===== config.mk =====
export PLATFORM = sky130hd
export DESIGN_NAME = alu_32b
export DESIGN_NICKNAME = d
export VERILOG_FILES = /design/src/rtl/alu_32b.sv
export SDC_FILE = /design/constraint.sdc
export NUM_CORES = 1
export LEC_CHECK = 0
export CAP_MARGIN = 20
export CORE_UTILIZATION = 50
export CTS_CLUSTER_SIZE = 25
export DETAILED_ROUTE_END_ITERATION = 16
export HOLD_SLACK_MARGIN = 0.02
export MAX_ROUTING_LAYER = met4
export PLACE_DENSITY = 0.81
export SLEW_MARGIN = 20
export SYNTH_ARGS = -nofsm -noshare
export SYNTH_HDL_FRONTEND = slang
export SYNTH_SLANG_ARGS = --single-unit
export TNS_END_PERCENT = 5

===== constraint.sdc =====
create_clock -name clk -period 6.03 [get_ports clk]
set_input_delay 1.809 -clock clk [delete_from_list [all_inputs] [get_ports clk]]
set_output_delay 1.809 -clock clk [all_outputs]
set_load 0.05 [all_outputs]

===== src/rtl/alu_32b.sv =====
// Registered integer ALU for the execute stage: logic, add/sub, signed SLT and
// equality, with carry/zero/overflow flags captured one clock after in_valid.
module alu_32b #(
  parameter int unsigned WIDTH = 32
) (
  input  logic             clk,
  input  logic             rst_n,
  input  logic             in_valid,
  input  logic [WIDTH-1:0] A_in,
  input  logic [WIDTH-1:0] B_in,
  input  logic [3:0]       ALU_Sel,
  output logic             out_valid,
  output logic [WIDTH-1:0] ALU_Out,
  output logic             Carry_Out,
  output logic             Zero,
  output logic             Overflow
);

  typedef enum logic [3:0] {
    OP_AND = 4'b0000,
    OP_OR  = 4'b0001,
    OP_ADD = 4'b0010,
    OP_SUB = 4'b0110,
    OP_SLT = 4'b0111,
    OP_NOR = 4'b1100,
    OP_EQ  = 4'b1111
  } alu_op_e;

  logic [WIDTH:0]   add_full;
  logic [WIDTH:0]   sub_full;
  logic             slt_bit;
  logic [WIDTH-1:0] res_next;
  logic             carry_next;
  logic             ovf_next;
  logic             zero_next;

  assign add_full = {1'b0, A_in} + {1'b0, B_in};
  assign sub_full = {1'b0, A_in} + {1'b0, ~B_in} + {{WIDTH{1'b0}}, 1'b1};
  // Exact signed compare, independent of subtract overflow.
  assign slt_bit  = ($signed(A_in) < $signed(B_in));

  always_comb begin
    res_next   = '0;
    carry_next = 1'b0;
    ovf_next   = 1'b0;
    case (ALU_Sel)
      OP_AND: res_next = A_in & B_in;
      OP_OR:  res_next = A_in | B_in;
      OP_ADD: begin
        res_next   = add_full[WIDTH-1:0];
        carry_next = add_full[WIDTH];
        ovf_next   = (A_in[WIDTH-1] == B_in[WIDTH-1]) &&
                     (add_full[WIDTH-1] != A_in[WIDTH-1]);
      end
      OP_SUB: begin
        res_next   = sub_full[WIDTH-1:0];
        carry_next = sub_full[WIDTH];
        ovf_next   = (A_in[WIDTH-1] != B_in[WIDTH-1]) &&
                     (sub_full[WIDTH-1] != A_in[WIDTH-1]);
      end
      OP_SLT: res_next = {{(WIDTH-1){1'b0}}, slt_bit};
      OP_NOR: res_next = ~(A_in | B_in);
      OP_EQ:  res_next = {{(WIDTH-1){1'b0}}, (A_in == B_in)};
      default: res_next = '0;
    endcase
    zero_next = (res_next == '0);
  end

  always_ff @(posedge clk) begin
    if (!rst_n) begin
      out_valid <= 1'b0;
      ALU_Out   <= '0;
      Carry_Out <= 1'b0;
      Zero      <= 1'b1;
      Overflow  <= 1'b0;
    end else begin
      out_valid <= in_valid;
      if (in_valid) begin
        ALU_Out   <= res_next;
        Carry_Out <= carry_next;
        Zero      <= zero_next;
        Overflow  <= ovf_next;
      end
    end
  end

endmodule


==> metrics.md, run 1 <==
| Metric | Value |
|---|---|
| Clock Sinks | 36 |
| Top post-synthesis cells by area | ha_1 18%, dfxtp_1 11%, nor2_1 6.6% |
| Post-Route Utilization | 63.4% |
| Ys async rst share | 0% |
| RR Startpoint | ALU_Out[28]$_SDFFE_PN0P_ |
| Total number of vias | 8,235 |
| Worst Setup SP | A_in[11] |
| Met3 wire length | 3.06 mm |
| Worst skew pair latency | 0.28 ns |
| Pwr/cell area | 152 mW/mm^2 |
| Number of global-route vias before repair | 7,560 |
| Synth Instances | 978 |
| Layout cell share with drive strength beyond 1 | 8.88% |
| WP data required | 6.22 ns |
| Total chip power | 0.00128 W |
| Die area | 0.0142 sq mm |
| CTS tree | done |
| Final wirelength | 25.8 mm |
| CTS buffer count | 5 |
| Vias per Instance | 6.55 |
| Highest routed layer | met4 |
| Crit path time final | 5.90 ns |
| Register bit count reported by yosys | 36 |
| Max_cap viols | 0 |
| Setup_tns | 0 ns |
| Unrepaired setup endpoints after global routing | false |
| Synth top cells by count | 121 x nor2_1, 99 x ha_1, 98 x inv_1 |
| Area Growth Syn to Fin | 22.8% |
| Yosys top cell by area | ha_1 |
| Crit share post-route | 97.8% |
| Setup violations, final | 0 |
| Initial antenna violation count | 0 |
| Predominant post-synthesis flop cell | dfxtp_1 |
| Final HPWL DP | 20.0 mm |
| Hold Crit Start | ALU_Out[24]$_SDFFE_PN0P_ |
| Final Slew Violations | 0 |
| Met1 WL | 11.0 mm |
| WL per Instance | 20.5 um |
| Max-slew headroom | 34.2% |
| DP Area | 0.00828 sq mm |
| Largest net degree at the start of global routing | 60 |
| Diodes inserted | 0 |
| Detailed Route Iter0 Violations | 1,273 |
| Remaining Overflow, GRT | 0 |
| F_max | 0.170 GHz |
| Initial Utilization | 51.6% |
| Crit path launch type | input port |
| Chip Height | 119 um |
| FP Rows | 42 |
| Post-synthesis sequential area ratio | 10.5% |
| Avg Inst Size Synth | 7.01 sq um |
| Die width | 119 um |
| Status | finished, final reports clean |
| CP Capture Type | register |
| Cts hold-fix bufs | 0 |
| Kind of critical path | input port to register |
| Port bufs | 106 |
| Lkg Pwr | 3.74 nW |
| H-tree levels | 2 |
| Core area | 0.0133 sq mm |
| GP Congestion | 1.04 |
| Number of distinct library cells after synthesis | 89 |
| Count leader, synth | nor2_1 |
| Hold Crit Class | register to register |
| Drt first pass iters | 6 |
| Yosys top cell area share | 18.1% |
| Synth Cell Area | 0.00686 sq mm |
| WHS | 0.480 ns |
| DRT antenna net count | 0 |
| Worst Skew | 0 ns |
| Syn_nets | 1,150 |
| Top-Level Pins | 107 |
| DRC | 0 |
| Clk slew on worst S/H paths | 0.06 ns |
| Data arrival, critical path | 6.08 ns |
| Clock tree root buffer cell | clkbuf_16 |
| Post-synth EDFFs | 0 |
| Critical path fanouts, max | 8 |
| Layout filler cell count | 1,236 |
| Final Hold Viols | 0 |
| Met2 wire length | 10.9 mm |
| GRT Util Overall | 36.8% |
| Synth warn | 0 |
| Slew @ Worst Pin | 0.985 ns |
| Design area | 0.00842 sq mm |
| First-pass GRT wire length | 40.3 mm |
| Post-layout net count | 1,253 |
| Maximum VDD drop | 107 uV |
| CTS Buffer Depth | 2 |
[where the power goes]
part | leakage (nW) | switching [W] | internal [W]
Clock | 0.0667 | 0.0000955 | 0.000150
Sequential | 0.298 | 0.0000112 | 0.000256
Combinational | 3.37 | 0.000470 | 0.000299
[stage by stage]
stage	instances	worst slack, ns
finish	1257	0.133
global route	1257	0.00772
CTS	1257	0.0917
detailed placement	1250	-0.183
global placement	1250	-0.103
floorplan	978	1.12
[final timing paths]
| path | cells after the start | slack [ns] | end |
|---|---|---|---|
| max | 14 | 0.13 | Zero$_SDFFE_PN1P_ |
| min reg2reg | 2 | 0.48 | ALU_Out[24]$_SDFFE_PN0P_ |
| max reg2reg | 2 | 5.23 | ALU_Out[28]$_SDFFE_PN0P_ |
| min | 2 | 0.48 | ALU_Out[24]$_SDFFE_PN0P_ |
[layer usage]
layer	up-vias	GRT usage (%)
li1	3810	-
met1	3773	49.7
met2	580	55.3
met3	72	7.52
met4	0	9.97
met5	-	-
[worst max-delay path: stages]
cell	delay, ns
clkdlybuf4s50_1	0.53
inv_1	0.06
ha_1	0.43
and2b_4	0.25
a2111oi_4	0.36
a21oi_1	0.16
nor4_1	0.54
o21a_1	0.31
nand2b_1	0.19
a21oi_1	0.09
o31ai_1	0.38
nand2_1	0.17
or4b_1	0.52
o41ai_2	0.28
[final cells by class]
cell class / instances / area [sq um] / share of cell area, %
multi-input cells: 780 / 5530 / 65.6
clock buffers: 6 / 129 / 1.53
flip-flops and latches: 36 / 721 / 8.56
repair buffers: 158 / 1450 / 17.2
inverters: 100 / 375 / 4.46
well taps: 176 / 220 / 2.61
clock inverters: 1 / 5.00 / 0.0594
[layout by cell type (no fill, tap or decap), types with 7 or more instances in the layout]
| master | n |
|---|---|
| a211oi_1 | 30 |
| dfxtp_1 | 36 |
| o221ai_1 | 9 |
| a221o_1 | 20 |
| nand2b_1 | 13 |
| o31ai_1 | 15 |
| nand4_1 | 10 |
| o22ai_1 | 10 |
| a22oi_1 | 8 |
| and3_1 | 9 |
| nand3_1 | 19 |
| ha_1 | 99 |
| xnor2_1 | 7 |
| o211a_1 | 9 |
| clkdlybuf4s50_1 | 105 |
| nor4_1 | 14 |
| a221oi_1 | 16 |
| buf_4 | 52 |
| and2_1 | 8 |
| mux2i_1 | 8 |
| a31oi_1 | 10 |
| nor2_1 | 120 |
| nor3_1 | 28 |
| a21oi_1 | 85 |
| nand2_1 | 49 |
| inv_1 | 98 |
| o21ai_0 | 38 |
| o211ai_1 | 8 |
| a21o_1 | 14 |
[cells by family after synthesis]
group / synth area share (%)
AND/OR/NAND/NOR: 22.1
AO/OA/AOI/OAI: 37.1
buffers and inverters: 9.39
adder cells (fa/ha/maj): 18.6
XOR/XNOR: 1.15
multiplexers: 1.17
flip-flops: 10.5
[sequential cells by signal, indices dropped and copies added, names as in the netlist]
name / count
out_valid: 1
Overflow: 1
ALU_Out: 32
Zero: 1
Carry_Out: 1
[what timing repair did]
item	in CTS	in global routing
setup endpoints to repair	0	1
resized for setup	0	2
setup buffers	0	0
No activity file was read; power rests on OpenSTA's default activity.
==> run 2: changes to the inputs <==
- REMOVE_ABC_BUFFERS: unset -> 1
==> metrics.md, run 2 (same netlist as run 1, synthesis figures left out) <==
| Metric | Value |
|---|---|
| Clock tree root buffer cell | clkbuf_16 (unchanged) |
| Detailed Route Iter0 Violations | 1,230 (was 1,273) |
| Total number of vias | 8,425 (was 8,235) |
| Port bufs | 106 (unchanged) |
| Layout cell share with drive strength beyond 1 | 14.5% (was 8.88%) |
| Number of global-route vias before repair | 7,782 (was 7,560) |
| Post-layout net count | 1,316 (was 1,253) |
| Met1 usage | 54.6% (was 49.7%) |
| CP max-delay cell | clkdlybuf4s50_1 (was nor4_1) |
| Pint | 0.000790 W (was 0.000705 W) |
| Comb pwr share | 58.7% (was 60.0%) |
| Register Area | 721 sq um (unchanged) |
| Vias per Instance | 6.38 (was 6.55) |
| Drt first pass iters | 8 (was 6) |
| Critical path fanouts, max | 7 (was 8) |
| Hold Crit Start | ALU_Out[12]$_SDFFE_PN0P_ (was ALU_Out[24]$_SDFFE_PN0P_) |
| Multi-input combinational cell area | 0.00556 sq mm (was 0.00553 sq mm) |
| Hold Crit Class | register to register (unchanged) |
| Crit path time final | 5.81 ns (was 5.90 ns) |
| Unrepaired setup endpoints after global routing | false (unchanged) |
| Most used cell along the critical path | nor4_2 (was a21oi_1) |
| Top-Level Pins | 107 (unchanged) |
| DP Area | 0.00875 sq mm (was 0.00828 sq mm) |
| Setup violations, final | 0 (unchanged) |
| CP Capture Type | register (unchanged) |
| H-tree levels | 2 (unchanged) |
| Pwr/cell area | 157 mW/mm^2 (was 152 mW/mm^2) |
| Slew @ Worst Pin | 0.663 ns (was 0.985 ns) |
| Chip Height | 119 um (unchanged) |
| Worst Skew | 0 ns (unchanged) |
| Clock Power Share | 22.3% (was 19.2%) |
| Die width | 119 um (unchanged) |
| CTS tree | done (unchanged) |
| PnR worst setup slack | 0.219 ns (was 0.133 ns) |
| Reg-to-Reg End | ALU_Out[28]$_SDFFE_PN0P_ (unchanged) |
| Cts hold-fix bufs | 0 (unchanged) |
| Most Crowded Layer GR | met2 (unchanged) |
| Largest net degree at the start of global routing | 60 (unchanged) |
| Status | finished, final reports clean (unchanged) |
| CP endpoint | Zero$_SDFFE_PN1P_ (unchanged) |
| Die area | 0.0142 sq mm (unchanged) |
| WL per Instance | 21.0 um (was 20.5 um) |
| RR Startpoint | ALU_Out[28]$_SDFFE_PN0P_ (unchanged) |
| Final HPWL DP | 22.1 mm (was 20.0 mm) |
| Most frequent cells in the layout | 121 x nor2_1, 115 x buf_4, 105 x clkdlybuf4s50_1 (was 120 x nor2_1, 105 x clkdlybuf4s50_1, 99 x ha_1) |
| Area Growth Syn to Fin | 30.7% (was 22.8%) |
| FP Rows | 42 (unchanged) |
| Core area | 0.0133 sq mm (unchanged) |
| Crit share post-route | 96.4% (was 97.8%) |
| Max reg flops | 32 (unchanged) |
| Most common cell after layout, fill and taps aside | nor2_1 (unchanged) |
| Final Hold Viols | 0 (unchanged) |
| Total chip power | 0.00141 W (was 0.00128 W) |
| DRC | 0 (unchanged) |
| CP max stage delay | 0.51 ns (was 0.54 ns) |
| Clock Sinks | 36 (unchanged) |
| Kind of critical path | input port to register (unchanged) |
| Clk slew on worst S/H paths | 0.07 ns (was 0.06 ns) |
| Max-slew headroom | 55.7% (was 34.2%) |
| Reg2reg path depth | 2 (unchanged) |
| Met3 usage | 5.51% (was 7.52%) |
| Initial Utilization | 51.6% (unchanged) |
| Critical path, cell by cell | clkdlybuf4s50_1 > inv_1 > ha_1 > and2_4 > a221oi_2 > nand2_1 > a21o_1 > a311o_1 > mux2i_1 > nor4_2 > nand3_1 > nor4_2 > buf_4 > or4b_1 > o41ai_2 (was clkdlybuf4s50_1 > inv_1 > ha_1 > and2b_4 > a2111oi_4 > a21oi_1 > nor4_1 > o21a_1 > nand2b_1 > a21oi_1 > o31ai_1 > nand2_1 > or4b_1 > o41ai_2) |
| CTS buffer count | 5 (unchanged) |
| Top reg by flops | ALU_Out (unchanged) |
| Setup slack at placement | -0.292 ns (was -0.183 ns) |
| Final Slew Violations | 0 (unchanged) |
| First-pass GRT wire length | 42.5 mm (was 40.3 mm) |
| Sw Pwr | 0.000616 W (was 0.000576 W) |
| Design area | 0.00896 sq mm (was 0.00842 sq mm) |
| Diodes inserted | 0 (unchanged) |
| DRT antenna net count | 0 (unchanged) |
| GRT Util Overall | 39.3% (was 36.8%) |
| Reg2reg setup slack | 5.18 ns (was 5.23 ns) |
| GP Congestion | 1.02 (was 1.04) |
| WP data required | 6.23 ns (was 6.22 ns) |
| Maximum VDD drop | 110 uV (was 107 uV) |
| Final wirelength | 27.7 mm (was 25.8 mm) |
| Switch share | 43.8% (was 45.0%) |
| Remaining Overflow, GRT | 0 (unchanged) |
| Initial antenna violation count | 0 (unchanged) |
| Data arrival, critical path | 6.01 ns (was 6.08 ns) |
| CTS Buffer Depth | 2 (unchanged) |
| Crit path launch type | input port (unchanged) |
| F_max | 0.172 GHz (was 0.170 GHz) |
| Lkg Pwr | 4.05 nW (was 3.74 nW) |
| Seq pwr share | 19.0% (was 20.9%) |
| Worst skew pair latency | 0.29 ns (was 0.28 ns) |
| Layout filler cell count | 1,188 (was 1,236) |
| Worst Setup SP | A_in[4] (was A_in[11]) |
| Max_cap viols | 0 (unchanged) |
| GR Layer Usage met2 | 59.3% (was 55.3%) |
-- run 2: worst min path at each step --
stage,endpoint,slack [ns],cells after the start
after floorplan,ALU_Out[24]$_SDFFE_PN0P_,0.70,2
after global placement,ALU_Out[6]$_SDFFE_PN0P_,0.47,2
after detailed placement,ALU_Out[12]$_SDFFE_PN0P_,0.48,2
after CTS,ALU_Out[31]$_SDFFE_PN0P_,0.49,2
after global routing,ALU_Out[16]$_SDFFE_PN0P_,0.51,2
final,ALU_Out[12]$_SDFFE_PN0P_,0.49,2
-- run 2: what timing repair did --
item / 4_1_cts / 5_1_grt
pin swaps: 0 / 3
setup endpoints to repair: 1 / 1
buffers inserted: 0 / 0
resized for setup: 1 / 7
-- run 2: metal layers --
metal  wire length, um  vias up
li1                  -     3948
met1             12100     3860
met2             11900      561
met3              3120       56
met4               573        0
met5                 0        -
-- run 2: cell type report --
type | instances | share of cell area [%]
timing repair buffer | 221 | 21.4
sequential | 36 | 8.04
inverter | 100 | 4.19
tap | 176 | 2.46
clock inverter | 3 | 0.475
clock buffer | 5 | 1.40
multi-input combinational | 780 | 62.0
-- run 2: power groups by stage --
stage          Clock (W)  Sequential, W  Combinational [W]
2_1_floorplan          0       0.000330           0.000397
3_3_place_gp           0       0.000271           0.000790
3_5_place_dp           0       0.000272           0.000791
4_1_cts         0.000314       0.000267           0.000797
5_1_grt         0.000324       0.000268           0.000879
6_report        0.000314       0.000267           0.000826
-- run 2: metrics by stage --
stage | hold slack (ns) | instances | util [%] | setup TNS, ns
6_report | 0.486 | 1321 | 67.4 | 0
5_1_grt | 0.510 | 1321 | 67.4 | 0
4_1_cts | 0.489 | 1321 | 67.1 | 0
3_5_place_dp | 0.481 | 1313 | 65.8 | -0.292
3_3_place_gp | 0.473 | 1313 | 65.8 | -0.259
2_1_floorplan | 0.698 | 916 | - | 0
-- run 2: worst max-delay path: cells and delay by family --
| family | cells | cell delay [ns] |
|---|---|---|
| and+or+nand+nor | 6 | 1.70 |
| buffers and inverters | 3 | 0.72 |
| adders and majority gates | 1 | 0.40 |
| AOI/OAI and AO/OA | 4 | 1.22 |
| muxes | 1 | 0.16 |
